==> config.mk <==
export PLATFORM = sky130hd
export DESIGN_NAME = mem_arbiter
export DESIGN_NICKNAME = d
export VERILOG_FILES = /design/src/rtl/mem_arbiter.sv
export SDC_FILE = /design/constraint.sdc
export NUM_CORES = 1
export LEC_CHECK = 0
export CAP_MARGIN = 15
export CORE_AREA = 2 2 333 335
export CTS_BUF_LIST = sky130_fd_sc_hd__clkbuf_16
export CTS_CLUSTER_DIAMETER = 40
export DETAILED_ROUTE_END_ITERATION = 7
export DIE_AREA = 0 0 335 337
export PLACE_DENSITY_LB_ADDON = 0.25
export SYNTH_ARGS = -nofsm -noshare
export SYNTH_HDL_FRONTEND = slang
export SYNTH_SLANG_ARGS = --single-unit
==> constraint.sdc <==
create_clock -name clk -period 4.78 [get_ports clk]
set_clock_uncertainty 0.2 [all_clocks]
set_input_delay 0.478 -clock clk [delete_from_list [all_inputs] [get_ports clk]]
set_output_delay 0.478 -clock clk [all_outputs]
set_load 0.005 [all_outputs]
==> src/rtl/mem_arbiter.sv <==
// Two-port (I-cache / D-cache) arbiter in front of one shared block memory.
// One transaction at a time; every output comes straight from a register.
module mem_arbiter #(
  parameter int RR_EN = 1
) (
  input  logic          clk,
  input  logic          rst_n,
  input  logic          mem_read_I,
  input  logic          mem_write_I,
  input  logic [31:4]   mem_addr_I,
  input  logic [127:0]  mem_wdata_I,
  output logic [127:0]  mem_rdata_I,
  output logic          mem_ready_I,
  input  logic          mem_read_D,
  input  logic          mem_write_D,
  input  logic [31:4]   mem_addr_D,
  input  logic [127:0]  mem_wdata_D,
  output logic [127:0]  mem_rdata_D,
  output logic          mem_ready_D,
  output logic          mem_read,
  output logic          mem_write,
  output logic [31:4]   mem_addr,
  output logic [127:0]  mem_wdata,
  input  logic [127:0]  mem_rdata,
  input  logic          mem_ready
);
  localparam logic GNT_I = 1'b0;
  localparam logic GNT_D = 1'b1;

  typedef enum logic [1:0] {IDLE, BUSY, RESP} state_t;

  state_t         state_q, state_d;
  logic           last_grant_q, last_grant_d;
  logic           grant_q, grant_d;
  logic           mem_read_q, mem_read_d;
  logic           mem_write_q, mem_write_d;
  logic [31:4]    mem_addr_q, mem_addr_d;
  logic [127:0]   mem_wdata_q, mem_wdata_d;
  logic [127:0]   rbuf_q, rbuf_d;
  logic           ready_I_q, ready_I_d;
  logic           ready_D_q, ready_D_d;

  logic req_I, req_D, sel;

  assign req_I = mem_read_I | mem_write_I;
  assign req_D = mem_read_D | mem_write_D;

  // On a tie, round-robin hands the grant to whichever side did not win last.
  always_comb begin
    sel = GNT_I;
    if (req_I && req_D)
      sel = (RR_EN != 0) ? ~last_grant_q : GNT_D;
    else if (req_D)
      sel = GNT_D;
  end

  always_ff @(posedge clk or negedge rst_n) begin
    if (!rst_n) begin
      state_q      <= IDLE;
      last_grant_q <= GNT_I;
      grant_q      <= GNT_I;
      mem_read_q   <= 1'b0;
      mem_write_q  <= 1'b0;
      mem_addr_q   <= '0;
      mem_wdata_q  <= '0;
      rbuf_q       <= '0;
      ready_I_q    <= 1'b0;
      ready_D_q    <= 1'b0;
    end else begin
      state_q      <= state_d;
      last_grant_q <= last_grant_d;
      grant_q      <= grant_d;
      mem_read_q   <= mem_read_d;
      mem_write_q  <= mem_write_d;
      mem_addr_q   <= mem_addr_d;
      mem_wdata_q  <= mem_wdata_d;
      rbuf_q       <= rbuf_d;
      ready_I_q    <= ready_I_d;
      ready_D_q    <= ready_D_d;
    end
  end

  always_comb begin
    state_d = state_q;
    case (state_q)
      IDLE:    if (req_I || req_D) state_d = BUSY;
      BUSY:    if (mem_ready) state_d = RESP;
      RESP:    state_d = IDLE;
      default: state_d = IDLE;
    endcase
  end

  // Ready strobes default low so each completion produces a single-cycle pulse.
  always_comb begin
    last_grant_d = last_grant_q;
    grant_d      = grant_q;
    mem_read_d   = mem_read_q;
    mem_write_d  = mem_write_q;
    mem_addr_d   = mem_addr_q;
    mem_wdata_d  = mem_wdata_q;
    rbuf_d       = rbuf_q;
    ready_I_d    = 1'b0;
    ready_D_d    = 1'b0;
    case (state_q)
      IDLE: begin
        mem_read_d  = 1'b0;
        mem_write_d = 1'b0;
        if (req_I || req_D) begin
          grant_d      = sel;
          last_grant_d = sel;
          mem_read_d   = (sel == GNT_D) ? mem_read_D  : mem_read_I;
          mem_write_d  = (sel == GNT_D) ? mem_write_D : mem_write_I;
          mem_addr_d   = (sel == GNT_D) ? mem_addr_D  : mem_addr_I;
          mem_wdata_d  = (sel == GNT_D) ? mem_wdata_D : mem_wdata_I;
        end
      end
      BUSY: begin
        if (mem_ready) begin
          mem_read_d  = 1'b0;
          mem_write_d = 1'b0;
          rbuf_d      = mem_rdata;
          ready_I_d   = (grant_q == GNT_I);
          ready_D_d   = (grant_q == GNT_D);
        end
      end
      default: ;
    endcase
  end

  assign mem_read    = mem_read_q;
  assign mem_write   = mem_write_q;
  assign mem_addr    = mem_addr_q;
  assign mem_wdata   = mem_wdata_q;
  assign mem_rdata_I = rbuf_q;
  assign mem_rdata_D = rbuf_q;
  assign mem_ready_I = ready_I_q;
  assign mem_ready_D = ready_D_q;
endmodule

==> impl_metrics.toml, run 1 <==
[clock_network]
tritoncts = "yes"
cts_sinks = 291
clk_pin_slew_ns = 0.05
post_cts_resized = 0
clk_latency_ns = 0.63
cts.path.max_buffers = 3
cts_made_buffers = 79
htreeDepth = 3
cts_root_buf = "clkbuf_16"
cts_setup_buffers = 0
cts_hold_repair.buffers = 1

[hold_path]
hold_class = "input pin to flip-flop"
hold_depth = 3
holdPathEnd = "mem_addr[15]$_DFFE_PN0P_"
min-delay-start = "mem_addr_I[15]"

[final_layout]
fin_nets = 2648
finalNonFillerCells = 3695
final_common_cell = "clkdlybuf4s50_1"
drive_gt1_share_pct = 12.8
synthToLayoutAreaGrowth_pct = 77.6
nFillCells = 11800
final_cell_mix = "clkdlybuf4s50_1, a21oi_1, o21ai_0, dfrtp_1, o211a_1"

[synth]
yosysWarnings = 0
avgSynthCellArea_um2 = 10.0
synthCells = 1522
syn_nets = 1969
ys_seq_elements = 291
seq_area_frac_synth_pct = 47.8
synth.distinct_cells = 22
syn_area_um2 = 15200

[critical_path]
setup.worst_path.end_class = "flip-flop"
critPathMaxStageDelay_ns = 0.46
crit_chain = "nand2b_1 -> or2_2 -> inv_4 -> buf_12 -> mux2_2"
timing.rr.end = "mem_rdata_D[80]$_DFFE_PN0P_"
rr_worst_depth = 5
cp_slowest_cell = "inv_4"
rr_startpoint = "state_q[1]$_DFFE_PN0P_"
crit_path_start_kind = "flip-flop"
path_class = "flip-flop to flip-flop"
worstPathRequired_ns = 5.09
ff2ff_setup_slack_ns = 2.28
critPathMaxFanout = 49
worstPathArrival_ns = 2.81

[grt]
first_global_vias = 15500
grt_pass1_wl_mm = 107
overflow = 0
antenna_found_initial = 8
grt_max_degree = 129
track_usage_pct = 12.7

[sta]
worst_slew_margin_rel_pct = 33.1
rsz0062_at_grt = "false"
final-max-slew-violation-count = 0
worstMarginPinSlew_ns = 1.00
fin_tns_setup_ns = 0
fmax_mhz = 400
post-route-min-period_ns = 2.50
finalSetupViolCount = 0
fin_crit_sh_pct = 52.3
holdWs_ns = 0.202
finalHoldViolations = 0

[place]
io_buffer_count = 862
gp_congestion = 0.780
dp_cells = 3545
hpwl_mm = 54.0

[route]
dr_total_vias = 14900
drtPass1Iterations = 5
drt-total-wl_mm = 76.2
drt_iter0_drc = 694
detail_route.wl_per_cell_um = 20.6
drc = 0
ant_nets = 0
viasPerCell = 4.04

[die]
die_area_um2 = 113000
coreArea_um2 = 110000
rows = 122
initial_utilization_pct = 13.9
io_pins = 863
chipWidth_um = 335
fp.dieH_um = 337

[outcome]
status = "finished, final reports clean"

[power_and_ir_drop]
p_per_area_nw_per_um2 = 670
leakagePower_nw = 11.2
ir_worst_vdd_mv = 0.381

[run]
maxCapViolCount = 0
## area by class of cell
cell class / count / area (um2) / area share (%)
multi-input combinational: 929 / 6280 / 23.2
timing repair buffer: 895 / 9030 / 33.4
tap: 1426 / 1780 / 6.60
clock buffer: 79 / 1980 / 7.31
sequential: 291 / 7280 / 26.9
antenna: 4 / 10.0 / 0.0370
clock inverter: 66 / 652 / 2.41
inverter: 5 / 21.3 / 0.0787
## synthesized netlist by cell type
library cell	n	share of area, %
buf_1	1	0.025
a41oi_1	1	0.058
o21a_1	1	0.049
buf_6	3	0.22
nand2_1	2	0.049
o32ai_1	2	0.12
nor3b_1	1	0.049
or2_2	1	0.041
nor2_1	6	0.15
mux2_2	129	9.5
o21ai_0	306	10
o21ai_1	6	0.20
clkbuf_1	123	3.0
inv_1	5	0.12
buf_2	42	1.4
nand2b_1	3	0.12
dfrtp_1	291	48
or3b_2	1	0.058
buf_4	128	6.3
a21oi_1	314	10
o211a_1	155	10
or4_1	1	0.049
## per-stage QoR
stage	utilization (%)	setup WS (ns)	power [mW]	instance area [um2]
finish	24.7	2.28	18.1	27000
CTS	24.7	2.26	18.4	27000
floorplan	-	2.69	8.32	15200
detailed placement	22.2	1.67	12.9	24400
global route	24.7	2.16	19.2	27000
global placement	22.2	1.71	12.9	24400
## sequential cells by signal, summed over array words and instances (netlist names)
name / count
mem_read: 1
mem_wdata: 128
state_q: 2
mem_addr: 28
mem_write: 1
mem_ready_I: 1
mem_ready_D: 1
mem_rdata_D: 128
grant_q: 1
## worst max path at each step
stage	startpoint	endpoint	slack (ns)	cells past startpoint
5_1_grt	state_q[1]$_DFFE_PN0P_	mem_rdata_D[81]$_DFFE_PN0P_	2.16	5
4_1_cts	state_q[1]$_DFFE_PN0P_	mem_rdata_D[82]$_DFFE_PN0P_	2.26	5
2_1_floorplan	mem_read_D	grant_q$_DFFE_PN0P_	2.69	5
3_3_place_gp	mem_write_I	mem_wdata[85]$_DFFE_PN0P_	1.71	5
6_report	state_q[1]$_DFFE_PN0P_	mem_rdata_D[80]$_DFFE_PN0P_	2.28	5
3_5_place_dp	mem_write_I	mem_wdata[85]$_DFFE_PN0P_	1.67	5
## critical path: cells and delay by family, from the launching register on
kind,cells,cell delay [ns]
muxes,1,0.38
buffers and inverters,2,0.78
DFF,1,0.41
and+or+nand+nor,2,0.49
## routing by layer
| metal | vias up | share of wire (%) | GRT usage (%) |
|---|---|---|---|
| li1 | 6836 | - | - |
| met1 | 7390 | 41 | 15.4 |
| met2 | 602 | 49 | 21.3 |
| met3 | 92 | 7.5 | 4.24 |
| met4 | 4 | 1.9 | 3.91 |
| met5 | - | 0.030 | 0 |
## power by group
part	switching, mW	internal, mW	leakage (nW)	total, mW
clock network	1.79	3.50	1.32	5.29
registers	1.08	3.75	3.34	4.83
logic	3.15	4.83	6.51	7.98
## cells by family (layout without fill, tap and decap cells)
family                 Yosys count  after routing  synth area share, %
AO/OA/AOI/OAI                  785            785                 31.0
buffers and inverters          302           1045                 11.1
flip-flops                     291            291                 47.8
multiplexers                   129            129                 9.54
other                            0              4                    0
AND/OR/NAND/NOR                 15             15                0.518
(Power assumes the default switching activity.)
==> inputs of run 2 (changes only) <==
- clock period: 4.78 -> 2.54 ns (I/O delays scaled with it)
==> run 2 against run 1 <==
Against the previous run: sequential share of layout area down 2.3 points; non-clock buffer count up 283; worst hold slack worse by 0.14 ns; first-iteration DRC count up 27%; global-route usage up 0.61 points; sequential cell count unchanged; design area up 9.2%; core utilization up 2.3 points; clock power up 69%; critical path depth up 2; wire length up 3.6%; largest cell class unchanged.
==> impl_metrics.toml, run 2 (synthesis results as in run 1) <==
[route]
dr.max_layer_used = "met5"
wl_met3_mm = 5.87
detail_route.wl_per_cell_um = 19.9
ant_nets = 0
viasPerCell = 4.02
dr_wl_met2_mm = 38.5
drtPass1Iterations = 5
met1Wirelength_mm = 32.3
drt-total-wl_mm = 78.9
dr_total_vias = 15900
drt_iter0_drc = 884
drc = 0

[sta]
holdWs_ns = 0.0603
final-max-slew-violation-count = 0
worstMarginPinSlew_ns = 0.729
post-route-min-period_ns = 2.36
finalHoldViolations = 0
fin_crit_sh_pct = 93.1
finalSetupViolCount = 0
rsz0062_at_grt = "false"
fmax_mhz = 423
fin_tns_setup_ns = 0
worst_slew_margin_rel_pct = 51.4
layout_setup_ws_ns = 0.176

[critical_path]
cp_slowest_cell = "dlygate4sd3_1"
path_class = "input pin to flip-flop"
setup.worst_path.end_class = "flip-flop"
rr_startpoint = "state_q[1]$_DFFE_PN0P_"
worst-path-buf-inv = 5
worstPathArrival_ns = 2.65
ff2ff_setup_slack_ns = 0.35
crit_chain = "dlygate4sd3_1 -> clkdlybuf4s50_1 -> inv_1 -> or2_2 -> inv_4 -> buf_4 -> mux2_2"
critPathMaxStageDelay_ns = 0.55
critPathTopFamily = "buffers and inverters"
worstPathRequired_ns = 2.82
crit_path_start_kind = "input pin"
timing.rr.end = "mem_rdata_D[99]$_DFFE_PN0P_"
rr_worst_depth = 5
critPathMaxFanout = 20

[hold_path]
min-delay-start = "mem_wdata_I[87]"
hold_class = "input pin to flip-flop"
hold_depth = 3
holdPathEnd = "mem_wdata[87]$_DFFE_PN0P_"

[place]
gp_congestion = 0.805
place_ws_ns = 0.117
io_buffer_count = 862
dp_cells = 3600
dpl_cell_area_um2 = 24900
hpwl_mm = 57.3

[grt]
overflow = 0
grt_pass1_wl_mm = 113
first_global_vias = 16900
antenna_found_initial = 9
grt_max_degree = 117
track_usage_pct = 13.3

[clock_network]
clk_pin_slew_ns = 0.04
post_cts_resized = 0
htreeDepth = 3
tritoncts = "yes"
cts_setup_buffers = 0
cts_root_buf = "clkbuf_16"
cts_hold_repair.buffers = 229
clk_latency_ns = 0.62
cts_sinks = 291
cts_made_buffers = 72
cts.path.max_buffers = 3

[final_layout]
finalNonFillerCells = 3959
fin_nets = 2924
synthToLayoutAreaGrowth_pct = 94.0
drive_gt1_share_pct = 13.0
final_cell_mix = "clkdlybuf4s50_1, a21oi_1, o21ai_0, dfrtp_1, dlygate4sd3_1"
final_common_cell = "clkdlybuf4s50_1"
fin_util_pct = 26.9
final_area_um2 = 29500
nFillCells = 11600

[power_and_ir_drop]
ir_worst_vdd_mv = 0.745
power_mw = 33.9
leakagePower_nw = 12.3
p_per_area_nw_per_um2 = 1150

[outcome]
status = "finished, final reports clean"

[run]
maxCapViolCount = 0

[die]
chipWidth_um = 335
coreArea_um2 = 110000
io_pins = 863
die_area_um2 = 113000
rows = 122
fp.dieH_um = 337
initial_utilization_pct = 13.9
run 2: cell count changes in the layout (fill, tap and decap cells not counted), moves of 2 or more:
cell / previous run / this run
inv_16: 4 / 1
clkinv_1: 16 / 14
dlygate4sd3_1: 1 / 228
bufinv_16: 9 / 7
clkinvlp_4: 5 / 2
buf_12: 12 / 21
buf_4: 22 / 69
clkbuf_16: 79 / 74
clkinv_2: 16 / 11
clkinv_8: 1 / 3
run 2: where the power goes:
group / leakage [nW] / internal [mW] / switching [mW]
sequential: 3.34 / 7.06 / 2.07
combinational: 7.77 / 9.68 / 6.16
clock: 1.17 / 5.93 / 3.00
total: 12.3 / 22.7 / 11.2
run 2: tightest hold or removal path, cell delays in order:
cell	delay [ns]
clkdlybuf4s50_1	0.39
o21ai_0	0.10
a21oi_1	0.08
run 2: area by class of cell:
| cell class | count | area [um2] | share of cell area [%] |
|---|---|---|---|
| Sequential cell | 291 | 7280 | 24.7 |
| Inverter | 5 | 21.3 | 0.0720 |
| Clock inverter | 51 | 465 | 1.58 |
| Clock buffer | 74 | 1850 | 6.27 |
| Timing Repair Buffer | 1178 | 11800 | 40.1 |
| Antenna cell | 5 | 12.5 | 0.0424 |
| Multi-Input combinational cell | 929 | 6280 | 21.3 |
| Tap cell | 1426 | 1780 | 6.04 |
run 2: metal layers:
layer  vias to the layer above  track usage, %
met5                         -               0
met4                         6            5.16
met3                       109            3.88
met2                       671            22.1
met1                      7774            16.2
li1                       7372               -
run 2: how the worst max path moves through the flow:
stage          cells past startpoint                    from  slack, ns                            to
3_5_place_dp                       6               mem_ready       0.12   mem_rdata_D[69]$_DFFE_PN0P_
5_1_grt                            7               mem_ready        0.1   mem_rdata_D[99]$_DFFE_PN0P_
3_3_place_gp                       6               mem_ready       0.14   mem_rdata_D[36]$_DFFE_PN0P_
2_1_floorplan                      6  state_q[1]$_DFFE_PN0P_       0.59  mem_rdata_D[118]$_DFFE_PN0P_
6_report                           7               mem_ready       0.18   mem_rdata_D[99]$_DFFE_PN0P_
4_1_cts                            7               mem_ready       0.22   mem_rdata_D[99]$_DFFE_PN0P_
==> inputs of run 3 (changes only) <==
- CORE_AREA: 2 2 333 335 -> 2 2 340 342
- DIE_AREA: 0 0 335 337 -> 0 0 342 344
- TNS_END_PERCENT: default -> 50
==> run 3 against run 2 <==
Against the previous run: clock power increased by 6.3%; sequential share of layout area decreased by 0.15 points; clock-buffer cell count increased by 1; global-route usage decreased by 0.62 points; worst hold slack got worse by 0.0015 ns; largest power group unchanged; sequential cell count unchanged; final cell count increased by 1.7%; critical endpoint is now mem_addr[9]$_DFFE_PN0P_; combinational power increased by 3%; fmax decreased by 2.3%; register-to-register slack improved by 0.08 ns; first-iteration DRC count decreased by 24%.
==> impl_metrics.toml, run 3 (synthesis results as in run 1) <==
[die]
io_pins = 863
fp.dieH_um = 344
initial_utilization_pct = 13.4
rows = 124
coreArea_um2 = 114000
chipWidth_um = 342
die_area_um2 = 118000

[sta]
fin_crit_sh_pct = 95.3
post-route-min-period_ns = 2.42
fmax_mhz = 413
final-max-slew-violation-count = 0
finalSetupViolCount = 0
finalHoldViolations = 0
rsz0062_at_grt = "false"
worstMarginPinSlew_ns = 0.701
worst_slew_margin_rel_pct = 52.8
fin_tns_setup_ns = 0

[power_and_ir_drop]
ir_worst_vdd_mv = 0.566
p_per_area_nw_per_um2 = 1160
leakagePower_nw = 12.3

[critical_path]
critPathMaxFanout = 42
worstPathRequired_ns = 2.99
worstPathArrival_ns = 2.87
startpoint = "rst_n"
path_class = "input pin to async pin"
setup.worst_path.end_class = "async pin"
crit_path_start_kind = "input pin"
rr_worst_depth = 5
timing.rr.end = "mem_rdata_D[4]$_DFFE_PN0P_"
ff2ff_setup_slack_ns = 0.43
rr_startpoint = "state_q[1]$_DFFE_PN0P_"

[clock_network]
cts_setup_buffers = 0
cts_hold_repair.buffers = 210
htreeDepth = 3
cts.path.max_buffers = 3
cts_made_buffers = 74
clk_latency_ns = 0.60
cts_sinks = 291
post_cts_resized = 0
tritoncts = "yes"
clk_pin_slew_ns = 0.04
cts_root_buf = "clkbuf_16"

[hold_path]
holdPathEnd = "mem_rdata_D[109]$_DFFE_PN0P_"
hold_class = "input pin to flip-flop"
hold_depth = 2
min-delay-start = "mem_rdata[109]"

[route]
ant_nets = 0
dr_total_vias = 15800
drc = 0
drtPass1Iterations = 5
drt_iter0_drc = 670
drt-total-wl_mm = 78.6
detail_route.wl_per_cell_um = 19.5
viasPerCell = 3.93

[grt]
first_global_vias = 16900
antenna_found_initial = 12
grt_pass1_wl_mm = 113
top_usage_layer = "met2"
track_usage_pct = 12.7
met3_usage_pct = 3.37
grt_use_met2_pct = 21.5
grt_max_degree = 86
grt_util_met1_pct = 15.4
overflow = 0

[place]
hpwl_mm = 57.7
dp_cells = 3682
io_buffer_count = 862
gp_congestion = 0.783

[final_layout]
synthToLayoutAreaGrowth_pct = 95.2
final_common_cell = "clkdlybuf4s50_1"
finalNonFillerCells = 4027
final_cell_mix = "clkdlybuf4s50_1, a21oi_1, o21ai_0, dfrtp_1, dlygate4sd3_1"
fin_util_pct = 26.1
fin_nets = 2903
drive_gt1_share_pct = 13.2

[outcome]
status = "finished, final reports clean"

[run]
maxCapViolCount = 0
## run 3: changes by cell type in the layout (fill, tap and decap cells not counted), sizes merged
cell         before  now
dlygate4sd3     228  210
clkbuf           74   75
buf              91   86
diode             5    3
clkinvlp          2    3
bufinv            7   11
clkinv           30   31
## run 3: layer usage
metal	up-vias	share of wire [%]
met1	7693	41
met3	125	6.9
met4	12	3.0
li1	7351	-
met5	-	0.10
met2	631	49
## run 3: area by class of cell
type | count | area (um2)
repair buffers | 1155 | 11800
clock buffers | 75 | 1880
multi-input cells | 929 | 6280
inverters | 5 | 21.3
well taps | 1512 | 1890
clock inverters | 57 | 586
fillers | 12200 | 84200
diodes | 3 | 7.51
flip-flops and latches | 291 | 7280
## run 3: how the worst max path moves through the flow
stage,slack [ns],to
finish,0.12,mem_addr[9]$_DFFE_PN0P_
global route,0.01,mem_addr[9]$_DFFE_PN0P_
CTS,0.09,mem_addr[9]$_DFFE_PN0P_
detailed placement,0.16,mem_wdata[53]$_DFFE_PN0P_
global placement,0.19,mem_rdata_D[122]$_DFFE_PN0P_
floorplan,0.59,mem_rdata_D[118]$_DFFE_PN0P_
## run 3: worst max-delay path, stage by stage
cell           delay (ns)
dlygate4sd3_1        0.52
dlygate4sd3_1        0.59
buf_8                0.39
dlygate4sd3_1        1.09
## run 3: through the flow
stage / instance area, um2 / setup slack (ns) / power [mW] / hold slack [ns]
after global routing: 29700 / 0.0112 / 36.8 / 0.0183
after floorplan: 15200 / 0.593 / 15.6 / -0.242
final: 29700 / 0.120 / 34.6 / 0.0588
after global placement: 25100 / 0.195 / 25.2 / 0.0800
after CTS: 29700 / 0.0920 / 35.3 / 0.0000243
after detailed placement: 25100 / 0.156 / 25.1 / 0.0822
## run 3: power breakdown
part           internal (mW)  total, mW  leakage [nW]  switching, mW
clock network           6.42       9.49          1.24           3.07
registers               7.06       8.95          3.34           1.89
logic                   9.77       16.2          7.72           6.39
total                   23.3       34.6          12.3           11.3
